<file path="src/rtl/tlp_tx_arb.sv">
// TX TLP scheduler: credit check, round-robin grant over P/NP/CPL,
// and one-DW-per-beat sequencing onto the shared TX stream.
module tlp_tx_arb (
  input  logic        clk,
  input  logic        rst,
  input  logic [2:0]  req,
  input  logic [8:0]  req_fmt,
  input  logic [29:0] req_len,
  input  logic [95:0] req_data,
  output logic [2:0]  req_pop,
  output logic [2:0]  gnt,
  input  logic [23:0] fc_hdr_lim,
  input  logic [35:0] fc_dat_lim,
  output logic        tx_valid,
  input  logic        tx_ready,
  output logic [31:0] tx_data,
  output logic        tx_sop,
  output logic        tx_eop,
  output logic [23:0] hdr_consumed,
  output logic [35:0] dat_consumed
);

  typedef enum logic {IDLE, XFER} state_t;

  state_t      state;
  logic [1:0]  rr_ptr;
  logic [1:0]  win;
  logic [1:0]  win_q;
  logic [1:0]  c1;
  logic [1:0]  c2;
  logic        found;
  logic [10:0] cnt;
  logic [2:0]  elig;
  logic [7:0]  hcons [3];
  logic [11:0] dcons [3];
  logic [11:0] need  [3];
  logic [10:0] beats [3];

  // Fmt[2] only distinguishes prefixes/types; it never affects scheduling.
  logic fmt_unused;
  assign fmt_unused = ^{req_fmt[8], req_fmt[5], req_fmt[2]};

  for (genvar i = 0; i < 3; i++) begin : g_cls
    logic [1:0]  fmt;
    logic [10:0] len;
    logic [10:0] lq;
    logic [7:0]  hd;
    logic [11:0] dd;

    assign fmt = req_fmt[3*i +: 2];
    assign len = (req_len[10*i +: 10] == 10'd0) ? 11'd1024
               : {1'b0, req_len[10*i +: 10]};
    assign lq  = (len + 11'd3) >> 2;
    assign need[i]  = fmt[1] ? {1'b0, lq} : 12'd0;
    assign beats[i] = (fmt[0] ? 11'd4 : 11'd3)
                    + (fmt[1] ? len : 11'd0);
    assign hd = fc_hdr_lim[8*i +: 8] - (hcons[i] + 8'd1);
    assign dd = fc_dat_lim[12*i +: 12] - (dcons[i] + need[i]);
    assign elig[i] = req[i] && (hd <= 8'd128) && (dd <= 12'd2048);
    assign hdr_consumed[8*i +: 8]   = hcons[i];
    assign dat_consumed[12*i +: 12] = dcons[i];
  end

  always_comb begin
    c1 = (rr_ptr == 2'd2) ? 2'd0 : rr_ptr + 2'd1;
    c2 = (c1 == 2'd2) ? 2'd0 : c1 + 2'd1;
    found = |elig;
    if (elig[rr_ptr])  win = rr_ptr;
    else if (elig[c1]) win = c1;
    else               win = c2;
  end

  assign req_pop = gnt & {3{tx_valid & tx_ready}};
  assign tx_eop  = tx_valid & (cnt == 11'd1);
  assign tx_data = ({32{gnt[0]}} & req_data[31:0])
                 | ({32{gnt[1]}} & req_data[63:32])
                 | ({32{gnt[2]}} & req_data[95:64]);

  always_ff @(posedge clk) begin
    if (rst) begin
      state    <= IDLE;
      rr_ptr   <= 2'd0;
      win_q    <= 2'd0;
      gnt      <= 3'b000;
      tx_valid <= 1'b0;
      tx_sop   <= 1'b0;
      cnt      <= 11'd0;
      for (int i = 0; i < 3; i++) begin
        hcons[i] <= 8'd0;
        dcons[i] <= 12'd0;
      end
    end else begin
      case (state)
        IDLE: begin
          if (found) begin
            state     <= XFER;
            gnt       <= 3'b001 << win;
            win_q     <= win;
            cnt       <= beats[win];
            tx_valid  <= 1'b1;
            tx_sop    <= 1'b1;
            hcons[win] <= hcons[win] + 8'd1;
            dcons[win] <= dcons[win] + need[win];
          end
        end
        XFER: begin
          if (tx_ready) begin
            tx_sop <= 1'b0;
            cnt    <= cnt - 11'd1;
            if (cnt == 11'd1) begin
              state    <= IDLE;
              gnt      <= 3'b000;
              tx_valid <= 1'b0;
              rr_ptr   <= (win_q == 2'd2) ? 2'd0 : win_q + 2'd1;
            end
          end
        end
      endcase
    end
  end

endmodule

</file>
<file path="config.mk">
export PLATFORM = sky130hd
export DESIGN_NAME = tlp_tx_arb
export DESIGN_NICKNAME = d
export VERILOG_FILES = /design/src/rtl/tlp_tx_arb.sv
export SDC_FILE = /design/constraint.sdc
export NUM_CORES = 1
export LEC_CHECK = 0
export ABC_AREA = 1
export ABC_CLOCK_PERIOD_IN_PS = 14600
export CAP_MARGIN = 25
export CORE_MARGIN = 5
export CORE_UTILIZATION = 54
export DETAILED_ROUTE_END_ITERATION = 10
export GPL_TIMING_DRIVEN = 0
export PLACE_DENSITY = 0.88
export SYNTH_ARGS = -nofsm -noshare
export SYNTH_HDL_FRONTEND = slang
export SYNTH_SLANG_ARGS = --single-unit
</file>
<file path="constraint.sdc">
create_clock -name clk -period 14.6 [get_ports clk]
set_input_delay 1.46 -clock clk [delete_from_list [all_inputs] [get_ports clk]]
set_output_delay 1.46 -clock clk [all_outputs]
set_load 0.03 [all_outputs]
</file>
==> results of run 1 <==
==> cell families after synthesis <==
family                   after synthesis  share of synthesized area, %
AND/OR/NAND/NOR                      886                         36.47
buffers and inverters                376                         13.40
AO/OA/AOI/OAI                        188                         9.824
adder cells (fa/ha/maj)              121                         16.17
flip-flops                            81                         20.31
XOR/XNOR                              46                         3.820
==> metal layers <==
layer  wire length [um]  vias up  track usage (%)
met5                  0        -                0
met4               2374        0            17.38
met3               3319      112            6.021
met2              19070      622            57.71
met1              14570     5705            37.36
li1                   -     6029                -
==> power by group <==
part / switching [mW] / total [mW] / internal [mW]
logic: 0.787 / 1.24 / 0.454
clock network: 0.0944 / 0.261 / 0.167
registers: 0.0488 / 0.345 / 0.296
==> area by class of cell <==
type	count	area [sq um]	area share (%)
Buffer	41	209.0	1.434
Clock buffer	9	225.2	1.545
Clock inverter	7	118.9	0.8155
Inverter	335	1257	8.627
Multi-Input combinational cell	1241	7252	49.76
Sequential cell	81	2222	15.25
Tap cell	270	337.8	2.318
Timing Repair Buffer	295	2953	20.26
==> worst max-delay path, delay by kind of cell <==
family / cells / cell delay, ns
AND/OR/NAND/NOR: 28 / 3.05
AO/OA/AOI/OAI: 8 / 1.97
buffers and inverters: 7 / 1.46
adder cells (fa/ha/maj): 3 / 1.10
==> state kept, by name, summed over array words and instances (netlist names) <==
name      flops
rr_ptr        2
hcons        24
cnt          11
win_q         2
tx_sop        1
gnt           3
dcons        36
state         1
tx_valid      1
==> worst paths after layout <==
path / from / endpoint / slack, ns / cells after the start
worst max-delay path: req_len[22] / dcons[1][11] / 5.63 / 46
worst min-delay path: win_q[0] / rr_ptr[0] / 0.46 / 1
worst max register to register: dcons[0][0] / dcons[1][11] / 8.18 / 37
worst min register to register: win_q[0] / rr_ptr[0] / 0.46 / 1
==> cell usage in the layout, fill, tap and decap left out, types with 9 or more instances in the layout <==
master           Yosys  routed
nand2_1            445     445
inv_1              320     320
clkdlybuf4s50_1      0     295
nor2_1             189     189
nand3_1            129     129
ha_1                87      87
a21oi_1             75      75
edfxtp_1            60      60
o21ai_0             59      59
nand4_1             41      41
fa_1                34      34
xor2_1              28      28
clkbuf_1            26      26
o22ai_1             21      21
dfxtp_1             21      21
xnor2_1             16      16
inv_2               13      13
nand3_2             11      11
nor3_1              11      11
nand2_2             10      10
buf_2               10      10
nand2_4              9       9
clkbuf_16            0       9
==> results by group, run 1 <==
Run status
  • Outcome: finished, final reports clean

Job
  • Max-Cap Viols: 0

Critical path
  • Worst setup SP type: input pin
  • Req. time, crit path: 14.67 ns
  • Crit Path Max Fanout: 10
  • Worst path slowest cell: o21ai_0
  • Worst EP arrival: 9.05 ns
  • Critical path class: input pin to register
  • CP peak stage delay: 0.63 ns
  • Crit. End Element: register
  • Critical Path Most Common Cell: nand2_1

Timing
  • Hold Fails Final Rpt: 0
  • Post-layout min period: 8.973 ns
  • Slew @ Worst Pin: 0.9883 ns
  • Max-slew headroom: 33.95%
  • Hold Slack: 0.4552 ns
  • RSZ-0062 raised after global routing: false
  • Setup violators final: 0
  • Setup TNS: 0 ns
  • Fin Clk Skew: 0.009724 ns
  • Slew Viols, Final: 0
  • Fmax: 111.4 MHz
  • Final WS setup: 5.627 ns
  • Fin crit share: 61.46%

Synth
  • Share of the synthesized area in the top cell type: 16.47%
  • Synth cell count leaders: nand2_1 (445), inv_1 (320), nor2_1 (189)
  • Mapped Nets: 2020
  • Top-count cell post-synth: nand2_1
  • Top cells by area, synth: edfxtp_1 (16%), nand2_1 (15%), inv_1 (11%)
  • Yosys warning count: 0
  • Top_reg_cell synth: edfxtp_1
  • Post-synthesis sequential area ratio: 20.31%
  • Post-Syn Instances: 1698
  • Mapped Area: 10940 sq um
  • Netlist cell types: 57
  • FFs w/ async S/R, synth: 0%
  • FF+latch count, synth: 81
  • Synth Area per Inst: 6.443 sq um
  • Post-synth top area cell: edfxtp_1
  • Post-synth EDFFs: 60

Placed design
  • HPWL after detailed placement: 33400 um
  • Dpl cells: 2263
  • Final RePlAce weighted congestion: 0.9934
  • Pre-CTS setup slack: 5.544 ns
  • Dpl cell area: 14230 sq um
  • Port buffer count: 295

Global routing
  • GRT Overall Usage: 32.63%
  • Initial antenna violation count: 0
  • Global-route wire length before repair: 61020 um
  • Number of global-route vias before repair: 12050
  • Largest net degree at the start of global routing: 21
  • Grt ovf: 0

Clocking
  • CTS sink cnt: 81
  • Clock transition at path regs: 0.06 ns
  • Post-CTS resize count: 0
  • Root Buffer Master: clkbuf_16
  • Hold-fix buffers at CTS: 0
  • Clk Latency, worst-skew pair: 0.34 ns
  • TritonCTS clock tree: done
  • CTS H-tree lvls: 3
  • CTS Buf Count: 9
  • CTS Buffer Depth: 2
  • Post-CTS Setup Repair Bufs: 0

Finish
  • Share of cells above drive strength 1: 5.027%
  • Final core utilization: 72.50%
  • Area grow syn2layout: 33.22%
  • Design area: 14580 sq um
  • Fill cells: 1648
  • Final nets: 2326
  • Finished Layout Cells: 2279
  • N_diodes: 0

Routing
  • Antenna Nets Post-Route: 0
  • DRC: 0
  • DR WL/cell: 17.26 um
  • Vias per std cell: 5.471
  • DR iter-0 viols: 1019
  • DR pass1 iterations: 6
  • Routed WL: 39340 um
  • DR vias: 12470

Die
  • Die height: 152.3 um
  • Row cnt: 52
  • Die ar.: 23210 sq um
  • Initial core utilization: 54.42%
  • Die Wd: 152.3 um
  • Ports: 302
  • Area of the core: 20100 sq um

Power and ir drop
  • Final Power: 1.847 mW
  • Pwr Density: 126.7 nW/um^2
  • Maximum vdd drop: 0.08707 mV
  • P_leak: 7.133 nW

Hold path
  • Worst min-delay path class: register to register
No activity file was read; power rests on OpenSTA's default activity.
==> run 2: changes to the inputs <==
- ABC_CLOCK_PERIOD_IN_PS: 14600 -> 7800
- CORE_UTILIZATION: 54 -> 45
- PLACE_DENSITY: 0.88 -> 0.79
- clock period: 14.6 -> 7.8 ns (I/O delays scaled with it)
==> run 2 against run 1 <==
Effect of this change: via count is 2.2% lower; combinational power increased by 90%; critical path depth up 2; worst hold slack got worse by 0.0050 ns; critical endpoint unchanged; final cell count rose by 2.4%; largest cell class unchanged.
==> results by group, run 2 (same netlist as run 1, synthesis figures left out) <==
Run status
  • Outcome: finished, final reports clean

Finish
  • Area grow syn2layout: 34.93%
  • Final nets: 2327 (+0.043%)
  • Commonest non-fill, non-tap cell in the layout: nand2_1
  • Top reg by flops: dcons
  • Top Registers: dcons x36, hcons x24, cnt x11
  • Final core utilization: 61.24% (-11 points)
  • Most frequent cells in the layout: nand2_1 (444), inv_1 (319), clkdlybuf4s50_1 (295)
  • Max reg flops: 36 (unchanged)
  • N_diodes: 0 (unchanged)
  • Finished Layout Cells: 2334 (+2.4%)
  • Share of cells above drive strength 1: 6.567% (+1.5 points)

Job
  • Max-Cap Viols: 0 (unchanged)

Critical path
  • CP peak stage delay: 0.51 ns (-0.12 ns)
  • Critical path depth: 48 (+4.3%)
  • Worst EP arrival: 7.36 ns (-1.69 ns)
  • CP startpoint: req_len[12]
  • RR Endpoint: dcons[1][11]
  • Req. time, crit path: 7.87 ns (-6.80 ns)
  • Worst setup SP type: input pin
  • Buffers & Inverters on Critical Path: 10 (+3)
  • Crit path max-delay family: simple AND/OR/NAND/NOR gates
  • Crit. End Element: register
  • Critical path class: input pin to register
  • Crit Path Max Fanout: 10 (unchanged)
  • Worst r2r src: dcons[0][0]
  • Critical Path Most Common Cell: nand2_1
  • Worst path slowest cell: clkdlybuf4s50_1
  • Setup crit end: dcons[1][11]
  • R2R cell count: 39 (+5.4%)
  • Worst R2R Setup Slack: 1.87 ns (-6.31 ns)

Global routing
  • GRT Overall Usage: 27.50% (-5.1 points)
  • Number of global-route vias before repair: 11850 (-1.6%)
  • Initial antenna violation count: 1 (+1)
  • Largest net degree at the start of global routing: 21 (unchanged)
  • Global-route wire length before repair: 60820 um (-0.33%)
  • Grt ovf: 0 (unchanged)

Timing
  • Fin Clk Skew: 0.006741 ns (-0.002983 ns)
  • Hold Slack: 0.4502 ns (-0.004975 ns)
  • Fin crit share: 93.50%
  • Setup TNS: 0 ns (unchanged)
  • Max-slew headroom: 30.20% (-3.8 points)
  • Slew @ Worst Pin: 1.045 ns (+0.05619 ns)
  • Setup violators final: 0 (unchanged)
  • Post-layout min period: 7.293 ns
  • Slew Viols, Final: 0 (unchanged)
  • Fmax: 137.1 MHz
  • Hold Fails Final Rpt: 0 (unchanged)
  • RSZ-0062 raised after global routing: true
  • Final WS setup: 0.5071 ns (-5.119 ns)

Placed design
  • Pre-CTS setup slack: -0.6120 ns (-6.156 ns)
  • HPWL after detailed placement: 34160 um (+2.3%)
  • Port buffer count: 295 (unchanged)
  • Final RePlAce weighted congestion: 0.9810 (-1.2%)
  • Dpl cells: 2317 (+2.4%)

Die
  • Initial core utilization: 45.39% (-9.0 points)
  • Die ar.: 27530 sq um (+19%)
  • Ports: 302 (unchanged)
  • Area of the core: 24110 sq um (+20%)
  • Die height: 165.9 um (+8.9%)
  • Row cnt: 57 (+9.6%)
  • Die Wd: 165.9 um (+8.9%)

Clocking
  • CTS sink cnt: 81 (unchanged)
  • CTS H-tree lvls: 3 (unchanged)
  • Root Buffer Master: clkbuf_16
  • Clock transition at path regs: 0.06 ns (about the same)
  • CTS Buf Count: 9 (unchanged)
  • CTS Buffer Depth: 2 (unchanged)
  • Hold-fix buffers at CTS: 0 (unchanged)
  • Clk Latency, worst-skew pair: 0.33 ns (about the same)
  • TritonCTS clock tree: done

Power and ir drop
  • Flop pwr share: 18.8% (about the same)
  • Net Sw Frac: 50.58% (+0.21 points)
  • Clock share of power: 13.1% (-1.1 points)
  • P_leak: 7.140 nW (about the same)
  • Maximum vdd drop: 0.1324 mV (+52%)
  • Int Power: 1.704 mW (+86%)
  • Gate power share: 68.2% (+1.0 points)
  • Net Sw Power: 1.744 mW (+87%)
  • Pwr Density: 233.6 nW/um^2 (+84%)

Hold path
  • Worst min-delay path class: register to register
  • Hold path cells: 1 (unchanged)

Routing
  • DR WL/cell: 17.15 um (-0.62%)
  • Vias per std cell: 5.226 (-4.5%)
  • DRC: 0 (unchanged)
  • DR vias: 12200 (-2.2%)
  • Antenna Nets Post-Route: 0 (unchanged)
  • Routed WL: 40040 um (+1.8%)
  • DR pass1 iterations: 6 (unchanged)
  • DR iter-0 viols: 1031 (+1.2%)
run 2: cell types whose count changed in the layout (fill, tap and decap cells not counted), sizes merged:
cell      previous run  this run
clkinv               5         4
buf                 15        17
clkinvlp             1         2
bufinv               3         2
run 2: how the worst min path moves through the flow:
stage / start / endpoint / slack (ns)
after floorplan: win_q[0] / rr_ptr[0] / 0.42
after global placement: win_q[0] / rr_ptr[0] / 0.43
after detailed placement: win_q[0] / rr_ptr[0] / 0.44
after CTS: win_q[0] / rr_ptr[0] / 0.45
after global routing: win_q[0] / rr_ptr[0] / 0.46
final: win_q[0] / rr_ptr[0] / 0.45
run 2: layout make-up:
class	count	area, sq um
Buffer	40	222.7
Clock buffer	10	229.0
Clock inverter	6	82.58
Fill cell	2305	9344
Inverter	335	1257
Multi-Input combinational cell	1241	7375
Sequential cell	81	2222
Tap cell	324	405.4
Timing Repair Buffer	297	2968
run 2: power by group through the flow:
stage | registers (mW) | clock network [mW] | logic [mW]
after global routing | 0.653 | 0.462 | 2.58
after floorplan | 0.707 | 0 | 1.48
after global placement | 0.653 | 0 | 2.23
final | 0.647 | 0.450 | 2.35
after detailed placement | 0.652 | 0 | 2.27
after CTS | 0.645 | 0.448 | 2.28
run 2: what timing repair did:
| item | CTS | global route |
|---|---|---|
| buffers inserted | 0 | 2 |
| resized for setup | 3 | 48 |
| pin swaps | 0 | 5 |
| setup endpoints to repair | 7 | 22 |
run 2: stage by stage:
stage / area [sq um] / total power, mW
global route: 14760 / 3.694
floorplan: 10940 / 2.189
CTS: 14610 / 3.376
finish: 14760 / 3.448
detailed placement: 14300 / 2.924
global placement: 14300 / 2.884
run 2: worst register-to-register path, delay by kind of cell, from the launching register on:
kind | cells | cell delay, ns
AOI/OAI and AO/OA | 5 | 0.84
adders and majority gates | 4 | 1.45
buffers and inverters | 5 | 0.58
DFF | 1 | 0.42
and+or+nand+nor | 25 | 2.41
run 2: routing by layer:
| metal | up-vias | routed length [um] | global-route usage (%) |
|---|---|---|---|
| met5 | - | 13 | 0 |
| met4 | 2 | 1901 | 12.30 |
| met2 | 519 | 19860 | 49.72 |
| li1 | 6016 | - | - |
| met1 | 5574 | 15420 | 31.83 |
| met3 | 87 | 2844 | 4.666 |
